## src/rtl/led_rr_arbiter.sv

```systemverilog
// rtl/led_rr_arbiter.sv - round-robin arbiter for 8 requesters with LED status (optional ARB_TIMEOUT_EN hold timeout)
module led_rr_arbiter #(
  parameter int N        = 8,
  parameter int IDXW     = 3,
  parameter int MAX_HOLD = 1024
) (
  input  logic            clk,
  input  logic            rst,
  input  logic [N-1:0]    req,
  input  logic            done,
  output logic [N-1:0]    grant,
  output logic            grant_valid,
  output logic [IDXW-1:0] grant_idx,
  output logic [15:0]     ledr
);

  typedef enum logic {S_IDLE, S_GRANT} state_t;

  state_t          state_q, state_d;
  logic [IDXW-1:0] ptr_q, ptr_d;
  logic [N-1:0]    grant_q, grant_d;
  logic            grant_valid_q, grant_valid_d;
  logic [IDXW-1:0] grant_idx_q, grant_idx_d;
  logic            to_flag_q, to_flag_d;

  logic            win_found;
  logic [IDXW-1:0] win_idx;
  logic [IDXW-1:0] cand;
  logic            user_release;
  logic            force_release;

`ifdef ARB_TIMEOUT_EN
  localparam int HCW = $clog2(MAX_HOLD);
  localparam logic [HCW-1:0] HOLD_LAST = HCW'(MAX_HOLD - 1);
  logic [HCW-1:0] hold_cnt_q, hold_cnt_d;
`else
  logic [31:0] unused_max_hold;
  assign unused_max_hold = 32'(MAX_HOLD);
`endif

  // Rotating search starting at ptr; ptr+i wraps mod N because N == 2**IDXW.
  always_comb begin
    win_found = 1'b0;
    win_idx   = '0;
    cand      = '0;
    for (int i = 0; i < N; i++) begin
      cand = ptr_q + IDXW'(i);
      if (!win_found && req[cand]) begin
        win_found = 1'b1;
        win_idx   = cand;
      end
    end
  end

  // Release conditions for the current grantee: explicit done, request drop, or hold timeout.
  always_comb begin
    user_release  = done || !req[grant_idx_q];
`ifdef ARB_TIMEOUT_EN
    force_release = !user_release && (hold_cnt_q == HOLD_LAST);
`else
    force_release = 1'b0;
`endif
  end

  // Next-state and registered-output logic for the IDLE/GRANT controller.
  always_comb begin
    state_d       = state_q;
    ptr_d         = ptr_q;
    grant_d       = grant_q;
    grant_valid_d = grant_valid_q;
    grant_idx_d   = grant_idx_q;
    to_flag_d     = to_flag_q;
`ifdef ARB_TIMEOUT_EN
    hold_cnt_d    = hold_cnt_q;
`endif
    case (state_q)
      S_IDLE: begin
        if (win_found) begin
          state_d       = S_GRANT;
          grant_d       = N'(1) << win_idx;
          grant_idx_d   = win_idx;
          grant_valid_d = 1'b1;
`ifdef ARB_TIMEOUT_EN
          hold_cnt_d    = '0;
`endif
        end
      end
      S_GRANT: begin
        if (user_release || force_release) begin
          state_d       = S_IDLE;
          grant_d       = '0;
          grant_valid_d = 1'b0;
          grant_idx_d   = '0;
          ptr_d         = grant_idx_q + IDXW'(1);
          if (force_release) to_flag_d = 1'b1;
        end else begin
`ifdef ARB_TIMEOUT_EN
          if (hold_cnt_q != '1) hold_cnt_d = hold_cnt_q + HCW'(1);
`endif
        end
      end
      default: state_d = S_IDLE;
    endcase
  end

  // State register; asynchronous reset drops any grant immediately.
  always_ff @(posedge clk or negedge rst) begin
    if (!rst) begin
      state_q       <= S_IDLE;
      ptr_q         <= '0;
      grant_q       <= '0;
      grant_valid_q <= 1'b0;
      grant_idx_q   <= '0;
      to_flag_q     <= 1'b0;
    end else begin
      state_q       <= state_d;
      ptr_q         <= ptr_d;
      grant_q       <= grant_d;
      grant_valid_q <= grant_valid_d;
      grant_idx_q   <= grant_idx_d;
      to_flag_q     <= to_flag_d;
    end
  end

`ifdef ARB_TIMEOUT_EN
  // Saturating hold counter for the current grant.
  always_ff @(posedge clk or negedge rst) begin
    if (!rst) hold_cnt_q <= '0;
    else      hold_cnt_q <= hold_cnt_d;
  end
`endif

  assign grant       = grant_q;
  assign grant_valid = grant_valid_q;
  assign grant_idx   = grant_idx_q;
  assign ledr        = {to_flag_q, ptr_q, grant_valid_q, grant_idx_q, grant_q};

endmodule

```

## config.mk

```make
export PLATFORM = sky130hd
export DESIGN_NAME = led_rr_arbiter
export DESIGN_NICKNAME = d
export VERILOG_FILES = /design/src/rtl/led_rr_arbiter.sv
export SDC_FILE = /design/constraint.sdc
export NUM_CORES = 1
export LEC_CHECK = 0
export CAP_MARGIN = 20
export CELL_PAD_IN_SITES_DETAIL_PLACEMENT = 0
export CELL_PAD_IN_SITES_GLOBAL_PLACEMENT = 2
export CORE_ASPECT_RATIO = 1.5
export CORE_UTILIZATION = 35
export DETAILED_ROUTE_END_ITERATION = 7
export GPL_ROUTABILITY_DRIVEN = 0
export PLACE_DENSITY = 0.87
export SYNTH_ARGS = -nofsm -noshare
export SYNTH_HDL_FRONTEND = slang
export SYNTH_SLANG_ARGS = --single-unit
```

## constraint.sdc

```tcl
create_clock -name clk -period 8.7 [get_ports clk]
set_clock_uncertainty 0.1 [all_clocks]
set_input_delay 0.87 -clock clk [delete_from_list [all_inputs] [get_ports clk]]
set_output_delay 0.87 -clock clk [all_outputs]
set_load 0.005 [all_outputs]
```

==> results of run 1 <==
[flip-flops by register name, summed over array words and instances, names as in the netlist]
signal       flops
grant_valid      1
grant            8
grant_idx        3
state_q          1
ptr_q            3
[metrics by stage]
step | std cells | power [mW] | util (%) | worst slack, ps
2_1_floorplan | 155 | 0.696 | - | 5390
3_3_place_gp | 238 | 0.838 | 42.1 | 4610
3_5_place_dp | 238 | 0.848 | 42.1 | 4510
4_1_cts | 242 | 0.918 | 43.2 | 4490
5_1_grt | 242 | 0.984 | 43.2 | 4180
6_report | 242 | 0.915 | 43.2 | 4490
[cells by family (layout without fill, tap and decap cells)]
family	count (synthesis)	count (layout)	share of synthesized area, %
AOI/OAI and AO/OA	39	39	19.8
and+or+nand+nor	37	37	11.4
muxes	30	30	30.3
buffers and inverters	25	46	11.3
DFF	16	16	22.9
xor gates and xnor gates	4	4	2.00
adders and majority gates	3	3	2.14
other	1	1	0.214
[cells in the final DEF (no fill, tap or decap), types with 2 or more instances in the layout]
cell,count
xor2_1,2
o211ai_1,2
nor2_1,8
o21ai_0,5
and2_1,2
ha_1,3
nand3_1,2
clkdlybuf4s50_1,37
dfrtp_1,16
nor2b_1,2
nand4_1,2
or2b_1,2
a32o_1,9
xnor2_1,2
mux4_2,7
nand2_1,11
mux4_1,7
a31oi_1,2
mux2i_1,7
inv_1,5
mux2_2,6
a21oi_1,4
clkbuf_8,4
o21a_1,2
a21o_1,3
[final cells by class]
| type | count | area (um^2) | share of cell area, % |
|---|---|---|---|
| clock buffers | 4 | 55.1 | 2.65 |
| inverters | 5 | 18.8 | 0.903 |
| flip-flops and latches | 16 | 400 | 19.3 |
| well taps | 66 | 82.6 | 3.97 |
| multi-input cells | 114 | 1150 | 55.4 |
| repair buffers | 37 | 370 | 17.8 |
[worst max-delay path, cell delays in order, from the launching register on]
cell     delay [ps]
dfrtp_1         790
inv_1           230
ha_1            640
mux2_2          410
mux4_2          500
o32ai_4         330
and2_0          390
a31oi_1         170
or2_4           290
a32o_1          260
[routing by layer]
layer / wire [um] / GRT usage [%] / vias to the layer above / part of all wire, %
met5: 0 / 0 / - / 0
met3: 150 / 1.17 / 12 / 3.5
met4: 150 / 8.88 / 0 / 3.5
met2: 2330 / 31.2 / 60 / 55
met1: 1610 / 21.0 / 729 / 38
li1: - / - / 641 / -
[worst max path at each step]
stage	depth (start not counted)	end	slack, ps	from
CTS	9	grant[4]$_DFFE_PN0P_	4490	ptr_q[0]$_DFFE_PN0P_
floorplan	12	grant[4]$_DFFE_PN0P_	5390	ptr_q[1]$_DFFE_PN0P_
global route	9	grant[2]$_DFFE_PN0P_	4180	ptr_q[0]$_DFFE_PN0P_
finish	9	grant[4]$_DFFE_PN0P_	4490	ptr_q[0]$_DFFE_PN0P_
detailed placement	9	grant[2]$_DFFE_PN0P_	4510	ptr_q[0]$_DFFE_PN0P_
global placement	9	grant[6]$_DFFE_PN0P_	4610	ptr_q[1]$_DFFE_PN0P_
[where the power goes]
part	total, mW	switching [mW]	internal [mW]
clock network	0.0662	0.0260	0.0402
logic	0.681	0.338	0.343
registers	0.169	0.0638	0.105
==> flow_summary.toml, run 1 <==
[floorplan]
io_pins = 39
start_util_pct = 36.4
die_w_um = 59.7
die_area_um2 = 5290
core_um2 = 4810
num_rows = 31
fp.dieH_um = 88.6

[logic_synthesis]
synth_area_leaders = "dfrtp_1 (23%), mux4_1 (11%), mux4_2 (9.0%), buf_4 (6.0%), a32o_1 (5.1%)"
synth.distinct_cells = 52
postSynthAreaPerCell_um2 = 11.3
ys_seq_elements = 16
synth_top_cell_by_area = "dfrtp_1"
ys.flop_type = "dfrtp_1"
synthCells = 155
yosysMostFrequentCell = "dfrtp_1"
ys_warn_count = 0
yosys-top-cells-count = "dfrtp_1 (16), buf_4 (14), nand2_1 (11)"
synthesis.nets = 169
yosysTopAreaCellShare_pct = 22.9
synth-seq-area-share_pct = 22.9
synth_edf_count = 0
async_flop_share_pct = 100
synthesis.area_um2 = 1750

[power]
p_leak_nw = 0.798
irDropWorstVdd_uv = 253
power_density_nw_per_um2 = 440

[clock_tree]
cts_made_buffers = 3
clk_latency_ps = 250
holdBufCountCts = 0
root_buffer = "clkbuf_8"
cts_resized = 0
clkTransAtPathRegs_ps = 60
cts.sinks = 16
post_cts_buffers = 0
htree_levels = 1
cts_tree = "yes"
clk_path_buf_depth = 2

[cells_and_area]
fin_nets = 191
postLayoutCellArea_um2 = 2080
area_growth_pct = 18.8
n_antenna_cell = 0
drive_gt1_share_pct = 15.3
n_fill_cell = 481

[timing]
slew_viol_final = 0
slew_headroom_pct = 50.0
setup_tns_ps = 0
max_freq_mhz = 237
rsz0062_at_grt = "no"
min_period_ps = 4210
worst_slew_pin_slew_ps = 749
min_period_over_period_pct = 48.4
whs_ps = 411
hold_viol = 0
setup_viol = 0

[worst_hold_path]
hold_path.startpoint = "grant_valid$_DFFE_PN0P_"
holdPathStages = 1
hold_path_class = "reg -> reg"
holdPathEnd = "grant_valid$_DFFE_PN0P_"

[drt]
routed_wl_mm = 4.24
drt_iter0_drc = 32
via_count = 1442
routed_via_density = 5.96
antenna_left = 0
wl_per_cell_um = 17.5
drcViolationCount = 0
drt_first_pass_iters = 4

[global_route]
grt_usage_pct = 17.6
grt_max_degree = 21
antenna_found_initial = 0
grt_pass1_vias = 1457
grt_first_pass_wirelength_mm = 7.14
grt.overflow.total = 0

[placement]
port_buffers = 37
dpl.hpwl_mm = 3.30
placed_area_um2 = 2020

[worst_setup_path]
critPathKind = "reg -> reg"
crit_arrival_ps = 4260
r2r_cells = 9
startpoint_type = "register"
required_ps = 8740
r2r-start = "ptr_q[0]$_DFFE_PN0P_"
rrSetupSlack_ps = 4490
r2r_end = "grant[4]$_DFFE_PN0P_"
end_kind = "register"
cp_max_fo = 17

[run_status]
outcome = "completed"

[run]
maxCapViolCount = 0
Note: power is estimated with default switching activity, not from simulation.
==> run 2, diff against run 1 <==
--- a/config.mk
+++ b/config.mk
@@ -9,10 +9,10 @@
 export CELL_PAD_IN_SITES_DETAIL_PLACEMENT = 0
 export CELL_PAD_IN_SITES_GLOBAL_PLACEMENT = 2
 export CORE_ASPECT_RATIO = 1.5
-export CORE_UTILIZATION = 35
+export CORE_UTILIZATION = 33
 export DETAILED_ROUTE_END_ITERATION = 7
 export GPL_ROUTABILITY_DRIVEN = 0
-export PLACE_DENSITY = 0.87
+export PLACE_DENSITY = 0.83
 export SYNTH_ARGS = -nofsm -noshare
 export SYNTH_HDL_FRONTEND = slang
 export SYNTH_SLANG_ARGS = --single-unit
==> constraint.sdc (replaced) <==
create_clock -name clk -period 4.1 [get_ports clk]
set_clock_uncertainty 0.1 [all_clocks]
set_input_delay 0.41 -clock clk [delete_from_list [all_inputs] [get_ports clk]]
set_output_delay 0.41 -clock clk [all_outputs]
set_load 0.005 [all_outputs]
==> flow_summary.toml, run 2 (same netlist as run 1, synthesis figures left out) <==
[timing]
slew_viol_final = 0
worst_slew_pin_slew_ps = 697
rsz0062_at_grt = "no"
min_period_over_period_pct = 88.9
setup_viol = 0
min_period_ps = 3650
hold_viol = 0
slew_headroom_pct = 53.4
setup_tns_ps = 0
max_freq_mhz = 274
timing.final.ws_setup_ps = 455

[power]
p_switching_mw = 0.920
swShare_pct = 46.7
internal_power_mw = 1.05
irDropWorstVdd_uv = 393
clkPwrFrac_pct = 6.8
p_comb_share_pct = 78.3
pwr-share-seq_pct = 15.0
p_leak_nw = 0.813
power_density_nw_per_um2 = 937
p_total_mw = 1.97

[cells_and_area]
layout_common_cells = "clkdlybuf4s50_1 (37), dfrtp_1 (16), nand2_1 (11)"
multiInputGateArea_um2 = 1150
area_growth_pct = 20.2
fin_nets = 194
n_antenna_cell = 0
largest_register_ffs = 8
n_fill_cell = 531
layout_commonest_cell = "clkdlybuf4s50_1"
post-route-util_pct = 41.1
regArea_um2 = 400
drive_gt1_share_pct = 16.8

[floorplan]
die_area_um2 = 5610
die_w_um = 61.5
num_rows = 32
fp.dieH_um = 91.2
io_pins = 39
start_util_pct = 34.2
core_um2 = 5120

[global_route]
met2_usage_pct = 28.4
grt_max_degree = 17
grt_use_met1_pct = 19.3
grt.overflow.total = 0
globalRouteMet3Util_pct = 1.28
grt.busiest_layer = "met2"
grt_pass1_vias = 1452
antenna_found_initial = 0
grt_first_pass_wirelength_mm = 6.91
grt_usage_pct = 16.2

[drt]
drt_first_pass_iters = 4
wl_per_cell_um = 17.4
routed_via_density = 5.77
routed_wl_mm = 4.29
via_count = 1425
drcViolationCount = 0
drt_iter0_drc = 39
antenna_left = 0

[worst_setup_path]
r2r_cells = 9
cp-startpoint = "ptr_q[1]$_DFFE_PN0P_"
rrSetupSlack_ps = 450
cp_max_fo = 13
r2r_end = "grant[6]$_DFFE_PN0P_"
end_kind = "register"
startpoint_type = "register"
crit_arrival_ps = 3670
r2r-start = "ptr_q[1]$_DFFE_PN0P_"
required_ps = 4130
critPathKind = "reg -> reg"

[run_status]
outcome = "completed"

[clock_tree]
post_cts_buffers = 0
cts_resized = 0
cts.sinks = 16
cts_tree = "yes"
clkTransAtPathRegs_ps = 60
clk_path_buf_depth = 2
htree_levels = 1
clk_latency_ps = 240
cts_made_buffers = 3
root_buffer = "clkbuf_8"
holdBufCountCts = 0

[placement]
preCtsSetupSlack_ps = 500
dpl.hpwl_mm = 3.37
port_buffers = 37

[run]
maxCapViolCount = 0

[worst_hold_path]
holdPathEnd = "grant[5]$_DFFE_PN0P_"
hold_path_class = "reg -> reg"
hold_path.startpoint = "grant[5]$_DFFE_PN0P_"
holdPathStages = 1
run 2: power groups by stage:
stage	clock, mW	sequential (mW)	combinational [mW]
2_1_floorplan	0	0.289	1.19
3_3_place_gp	0	0.296	1.50
3_5_place_dp	0	0.300	1.52
4_1_cts	0.136	0.298	1.54
5_1_grt	0.145	0.307	1.64
6_report	0.133	0.296	1.54
run 2: worst max-delay path by stage:
| stage | endpoint | cells past startpoint | slack, ps |
|---|---|---|---|
| 5_1_grt | grant[6]$_DFFE_PN0P_ | 9 | 330 |
| 2_1_floorplan | grant[4]$_DFFE_PN0P_ | 12 | 790 |
| 3_3_place_gp | grant[6]$_DFFE_PN0P_ | 9 | 560 |
| 4_1_cts | grant[6]$_DFFE_PN0P_ | 9 | 460 |
| 6_report | grant[6]$_DFFE_PN0P_ | 9 | 450 |
| 3_5_place_dp | grant[6]$_DFFE_PN0P_ | 9 | 500 |
run 2: routing by layer:
layer / routed length (um) / part of all wire (%)
met1: 1660 / 39
met4: 129 / 3.0
met3: 140 / 3.3
met5: 0 / 0
met2: 2360 / 55
run 2: worst max-delay path, cell delays in order, from the launching register on:
cell	delay, ps
dfrtp_1	340
inv_1	120
ha_1	610
mux2_2	400
mux4_2	500
o32ai_4	320
and2_0	400
a31oi_1	170
or2_4	290
a32o_1	260
run 2: final cells by class:
class / instances / share of cell area (%)
multi-input cells: 114 / 54.8
inverters: 5 / 0.892
clock buffers: 4 / 2.62
repair buffers: 40 / 18.7
well taps: 68 / 4.04
flip-flops and latches: 16 / 19.0
run 2: through the flow:
step                hold WS, ps  std cells  instance area (um^2)
finish                      431        247                  2100
global route                457        247                  2100
detailed placement          416        243                  2050
CTS                         434        247                  2100
global placement            394        243                  2050
floorplan                  14.4        155                  1750
==> run 3, diff against run 2 <==
--- a/config.mk
+++ b/config.mk
@@ -9,6 +9,7 @@
 export CELL_PAD_IN_SITES_DETAIL_PLACEMENT = 0
 export CELL_PAD_IN_SITES_GLOBAL_PLACEMENT = 2
 export CORE_ASPECT_RATIO = 1.5
+export CORE_MARGIN = 8
 export CORE_UTILIZATION = 33
 export DETAILED_ROUTE_END_ITERATION = 7
 export GPL_ROUTABILITY_DRIVEN = 0
@@ -16,3 +17,4 @@
 export SYNTH_ARGS = -nofsm -noshare
 export SYNTH_HDL_FRONTEND = slang
 export SYNTH_SLANG_ARGS = --single-unit
+export TNS_END_PERCENT = 5
==> flow_summary.toml, run 3 (same netlist as run 1, synthesis figures left out) <==
[run_status]
outcome = "completed"

[cells_and_area]
layout_commonest_cell = "clkdlybuf4s50_1"
postLayoutCellArea_um2 = 2100
n_antenna_cell = 0
layout_common_cells = "clkdlybuf4s50_1 (37), dfrtp_1 (16), nand2_1 (11)"
fin_nets = 193
stdcell_count = 246
area_growth_pct = 19.8
drive_gt1_share_pct = 16.3
largest_register_ffs = 8

[global_route]
antenna_found_initial = 0
grt_usage_pct = 12.5
grt_max_degree = 21
grt_pass1_vias = 1474
grt.overflow.total = 0
grt_first_pass_wirelength_mm = 7.76

[power]
p_leak_nw = 0.808
irDropWorstVdd_uv = 438
power_density_nw_per_um2 = 942

[placement]
dpl.hpwl_mm = 3.64
dp.cells = 242
placed_area_um2 = 2040
port_buffers = 37

[timing]
worst_slew_pin_slew_ps = 787
slew_headroom_pct = 47.6
hold_viol = 0
setup_tns_ps = 0
min_period_ps = 3670
rsz0062_at_grt = "no"
slew_viol_final = 0
setup_viol = 0
whs_ps = 427
max_freq_mhz = 273
min_period_over_period_pct = 89.4

[worst_setup_path]
required_ps = 4140
cp_max_fo = 13
startpoint_type = "register"
critPathKind = "reg -> reg"
crit_arrival_ps = 3710
end_kind = "register"

[clock_tree]
htree_levels = 1
clkTransAtPathRegs_ps = 70
clk_path_buf_depth = 2
post_cts_buffers = 0
holdBufCountCts = 0
cts_resized = 0
cts.sinks = 16
clk_latency_ps = 250
root_buffer = "clkbuf_8"
cts_tree = "yes"
cts_made_buffers = 3

[drt]
via_count = 1400
drt_first_pass_iters = 4
drt_iter0_drc = 73
wl_per_cell_um = 19.1
routed_via_density = 5.69
routed_wl_mm = 4.71
antenna_left = 0
drcViolationCount = 0

[floorplan]
core_um2 = 5120
die_area_um2 = 7940
num_rows = 32
io_pins = 39
die_w_um = 75.5
start_util_pct = 34.2
fp.dieH_um = 105

[run]
maxCapViolCount = 0

[worst_hold_path]
hold_path_class = "reg -> reg"
==> run 3: cell count changes in the layout (fill, tap and decap cells not counted) <==
cell,change
buf_4,-1
==> run 3: critical path, stage by stage (launching register included) <==
cell and delay, ps:
dfrtp_1 350, inv_1 110, ha_1 620, mux2_2 400
mux4_2 500, o32ai_4 330, and2_0 400, a31oi_1 180
or2_4 290, a32o_1 260
==> run 3: power by group <==
group / internal, mW / switching [mW]
Combinational: 0.740 / 0.780
Sequential: 0.223 / 0.0879
Clock: 0.0853 / 0.0592
Total: 1.05 / 0.927
==> run 3: per-stage QoR <==
stage | util [%] | power [mW] | setup slack (ps)
detailed placement | 39.8 | 1.83 | 474
finish | 40.9 | 1.98 | 435
CTS | 40.9 | 1.98 | 446
global route | 40.9 | 2.13 | 210
floorplan | - | 1.48 | 793
global placement | 39.8 | 1.80 | 547
==> run 3: final cells by class <==
type	instances	area [um^2]
Clock buffer	4	55.1
Sequential cell	16	400
Tap cell	68	85.1
Multi-Input combinational cell	114	1150
Inverter	5	18.8
Fill cell	525	3030
Timing Repair Buffer	39	385
==> run 3: path summary, 6_finish.rpt <==
check | from | end | slack, ps | cells past startpoint
setup / recovery | ptr_q[1]$_DFFE_PN0P_ | grant[6]$_DFFE_PN0P_ | 430 | 9
hold reg to reg | grant[0]$_DFFE_PN0P_ | grant[0]$_DFFE_PN0P_ | 430 | 1
min in group asynchronous | rst | grant[6]$_DFFE_PN0P_ | 480 | 1
max in group asynchronous | rst | ptr_q[1]$_DFFE_PN0P_ | 2970 | 1
setup reg to reg | ptr_q[1]$_DFFE_PN0P_ | grant[6]$_DFFE_PN0P_ | 430 | 9
hold / removal | grant[0]$_DFFE_PN0P_ | grant[0]$_DFFE_PN0P_ | 430 | 1
==> run 3: metal layers <==
layer / vias up / routed length (um) / track usage [%]
li1: 646 / - / -
met1: 700 / 1740 / 13.8
met2: 47 / 2660 / 22.4
met3: 7 / 223 / 2.11
met4: 0 / 80 / 4.70
met5: - / 0 / 0
==> RTL edit: new RTL, flow settings as in run 3 <==
Add a define of `ARB_TIMEOUT_EN`.
--- a/src/rtl/led_rr_arbiter.sv
+++ b/src/rtl/led_rr_arbiter.sv
@@ -1,2 +1,4 @@
 // rtl/led_rr_arbiter.sv - round-robin arbiter for 8 requesters with LED status (optional ARB_TIMEOUT_EN hold timeout)
+`define ARB_TIMEOUT_EN
+
 module led_rr_arbiter #(
Function: same outputs for any inputs over 10 cycles, from zero or initial values and one cycle with rst low; that may be too few to reach the edited logic, so the function may still have changed.
==> RTL edit against run 3 <==
Combinational power increased by 15%; clock power increased by 4%; power increased by 19%; synthesized area increased by 29%; sequential cell count increased by 11; routed wire length increased by 22%; design area increased by 28%; setup slack improved by 92 ps; critical endpoint is now grant[1]; largest cell class unchanged; largest power group unchanged; highest routed layer unchanged.
==> RTL edit: results (changes against run 3) <==
| Metric | Value |
|---|---|
| Hold Crit Depth | `1 (unchanged)` |
| Worst vdd ir | `463 uV (+5.6%)` |
| Post-layout net count | `263 (+36%)` |
| H-tree depth | `1 (unchanged)` |
| Vias in the first global route | `1,880 (+28%)` |
| Placed cells | `321 (+33%)` |
| DP Wirelength | `4.62 mm (+27%)` |
| Outcome | `completed` |
| Drt pass-1 iters | `4 (unchanged)` |
| N_diodes | `0 (unchanged)` |
| Hold path start | `to_flag_q` |
| FF-to-FF setup slack | `530 ps (+90 ps)` |
| Global Route Usage Sum | `0.113 (-0.0121)` |
| Critical path's top delay family | `multiplexers` |
| Vias per cell | `5.62 (-1.3%)` |
| Asr flop ratio synth | `1.00 (unchanged)` |
| Worst Hold End | `to_flag_q` |
| FF-to-FF Start | `ptr_q[1]` |
| Largest net degree at the start of global routing | `16 (-24%)` |
| Met2 GRT Util | `0.220 (-0.00409)` |
| Wirelength per Cell | `17.6 um (-7.8%)` |
| Area leader, netlist | `dfrtp_1` |
| Total CTS buffers | `3 (unchanged)` |
| First-pass GRT wire length | `9.40 mm (+21%)` |
| Max reg flops | `10 (+2)` |
| Initial antenna violation count | `0 (unchanged)` |
| Root Buffer Master | `clkbuf_8` |
| Net Count, Synth | `234 (+38%)` |
| Synth cell types | `59 (+13%)` |
| Clock transition at path regs | `90 ps (+20 ps)` |
| Relative slew margins | `0.537 (+0.0617)` |
| Pleak | `1.07 nW (+33%)` |
| Top post-synthesis cells by area | `dfrtp_1 30%, mux4_2 14%, mux2i_1 4.9%` |
| Sequential share of the synthesized area | `0.299 (+0.0698)` |
| Most flops, register | `hold_cnt_q` |
| Met1 usage | `0.107 (-0.0309)` |
| Setup bufs post-CTS | `0 (unchanged)` |
| Antenna viol nets, final | `0 (unchanged)` |
| Worst-skew pair later-pin latency | `270 ps (+20 ps)` |
| Worst Path Max Fanout | `12 (-1)` |
| Post-synth top cells | `27 x dfrtp_1, 26 x nand2_1, 14 x mux4_2, 14 x nor2_1, 13 x buf_4` |
| DR iter-0 viols | `77 (+5.5%)` |
| Post-Synthesis Cells | `219 (+41%)` |
| Met3 usage | `0.0111 (-0.00997)` |
| CTS max path bufs | `2 (unchanged)` |
| Port bufs | `38 (+2.7%)` |
| Final wirelength | `5.73 mm (+22%)` |
| CTS resizes | `0 (unchanged)` |
| Worst r2r dst | `grant[1]` |
| Ratio of cells with drive above 1 in the final layout | `0.178 (+0.0152)` |
| Synth warn | `0 (unchanged)` |
-- RTL edit: how the worst max path moves through the flow --
stage / cells after the start / to / start
2_1_floorplan: 11 / grant[4] / ptr_q[1]
3_3_place_gp: 9 / grant[0] / ptr_q[1]
3_5_place_dp: 9 / grant[1] / ptr_q[1]
4_1_cts: 9 / grant[1] / ptr_q[1]
5_1_grt: 9 / grant[0] / ptr_q[1]
6_report: 9 / grant[1] / ptr_q[1]
-- RTL edit: cell type report --
class | instances | area, um2
fillers | 661 | 4070
multi-input cells | 159 | 1390
flip-flops and latches | 27 | 676
repair buffers | 45 | 433
well taps | 78 | 97.6
inverters | 12 | 47.5
clock buffers | 4 | 45.0
-- RTL edit: logic make-up after synthesis --
kind of cell             synth area share
multiplexers                        0.200
AO/OA/AOI/OAI                       0.195
adder cells (fa/ha/maj)            0.0221
buffers and inverters              0.0890
AND/OR/NAND/NOR                     0.158
XOR/XNOR                           0.0387
flip-flops                          0.299
-- RTL edit: metrics by stage --
stage,setup WS [ps],instance area (um2),util,hold WS [ps]
5_1_grt,297,2690,0.397,400
6_report,527,2690,0.397,378
3_3_place_gp,578,2640,0.391,362
2_1_floorplan,645,2260,-,14.4
3_5_place_dp,523,2640,0.391,359
4_1_cts,497,2690,0.397,381
-- RTL edit: layer usage --
layer  vias to the layer above  share of wire
met4                         0          0.043
met3                        14          0.026
met1                       898           0.37
met2                        47           0.56
met5                         -              0
li1                        866              -
-- RTL edit: where the power goes --
group	switching, mW	internal [mW]
clock network	0.0816	0.0696
logic	0.942	0.809
registers	0.0990	0.345
total	1.12	1.22
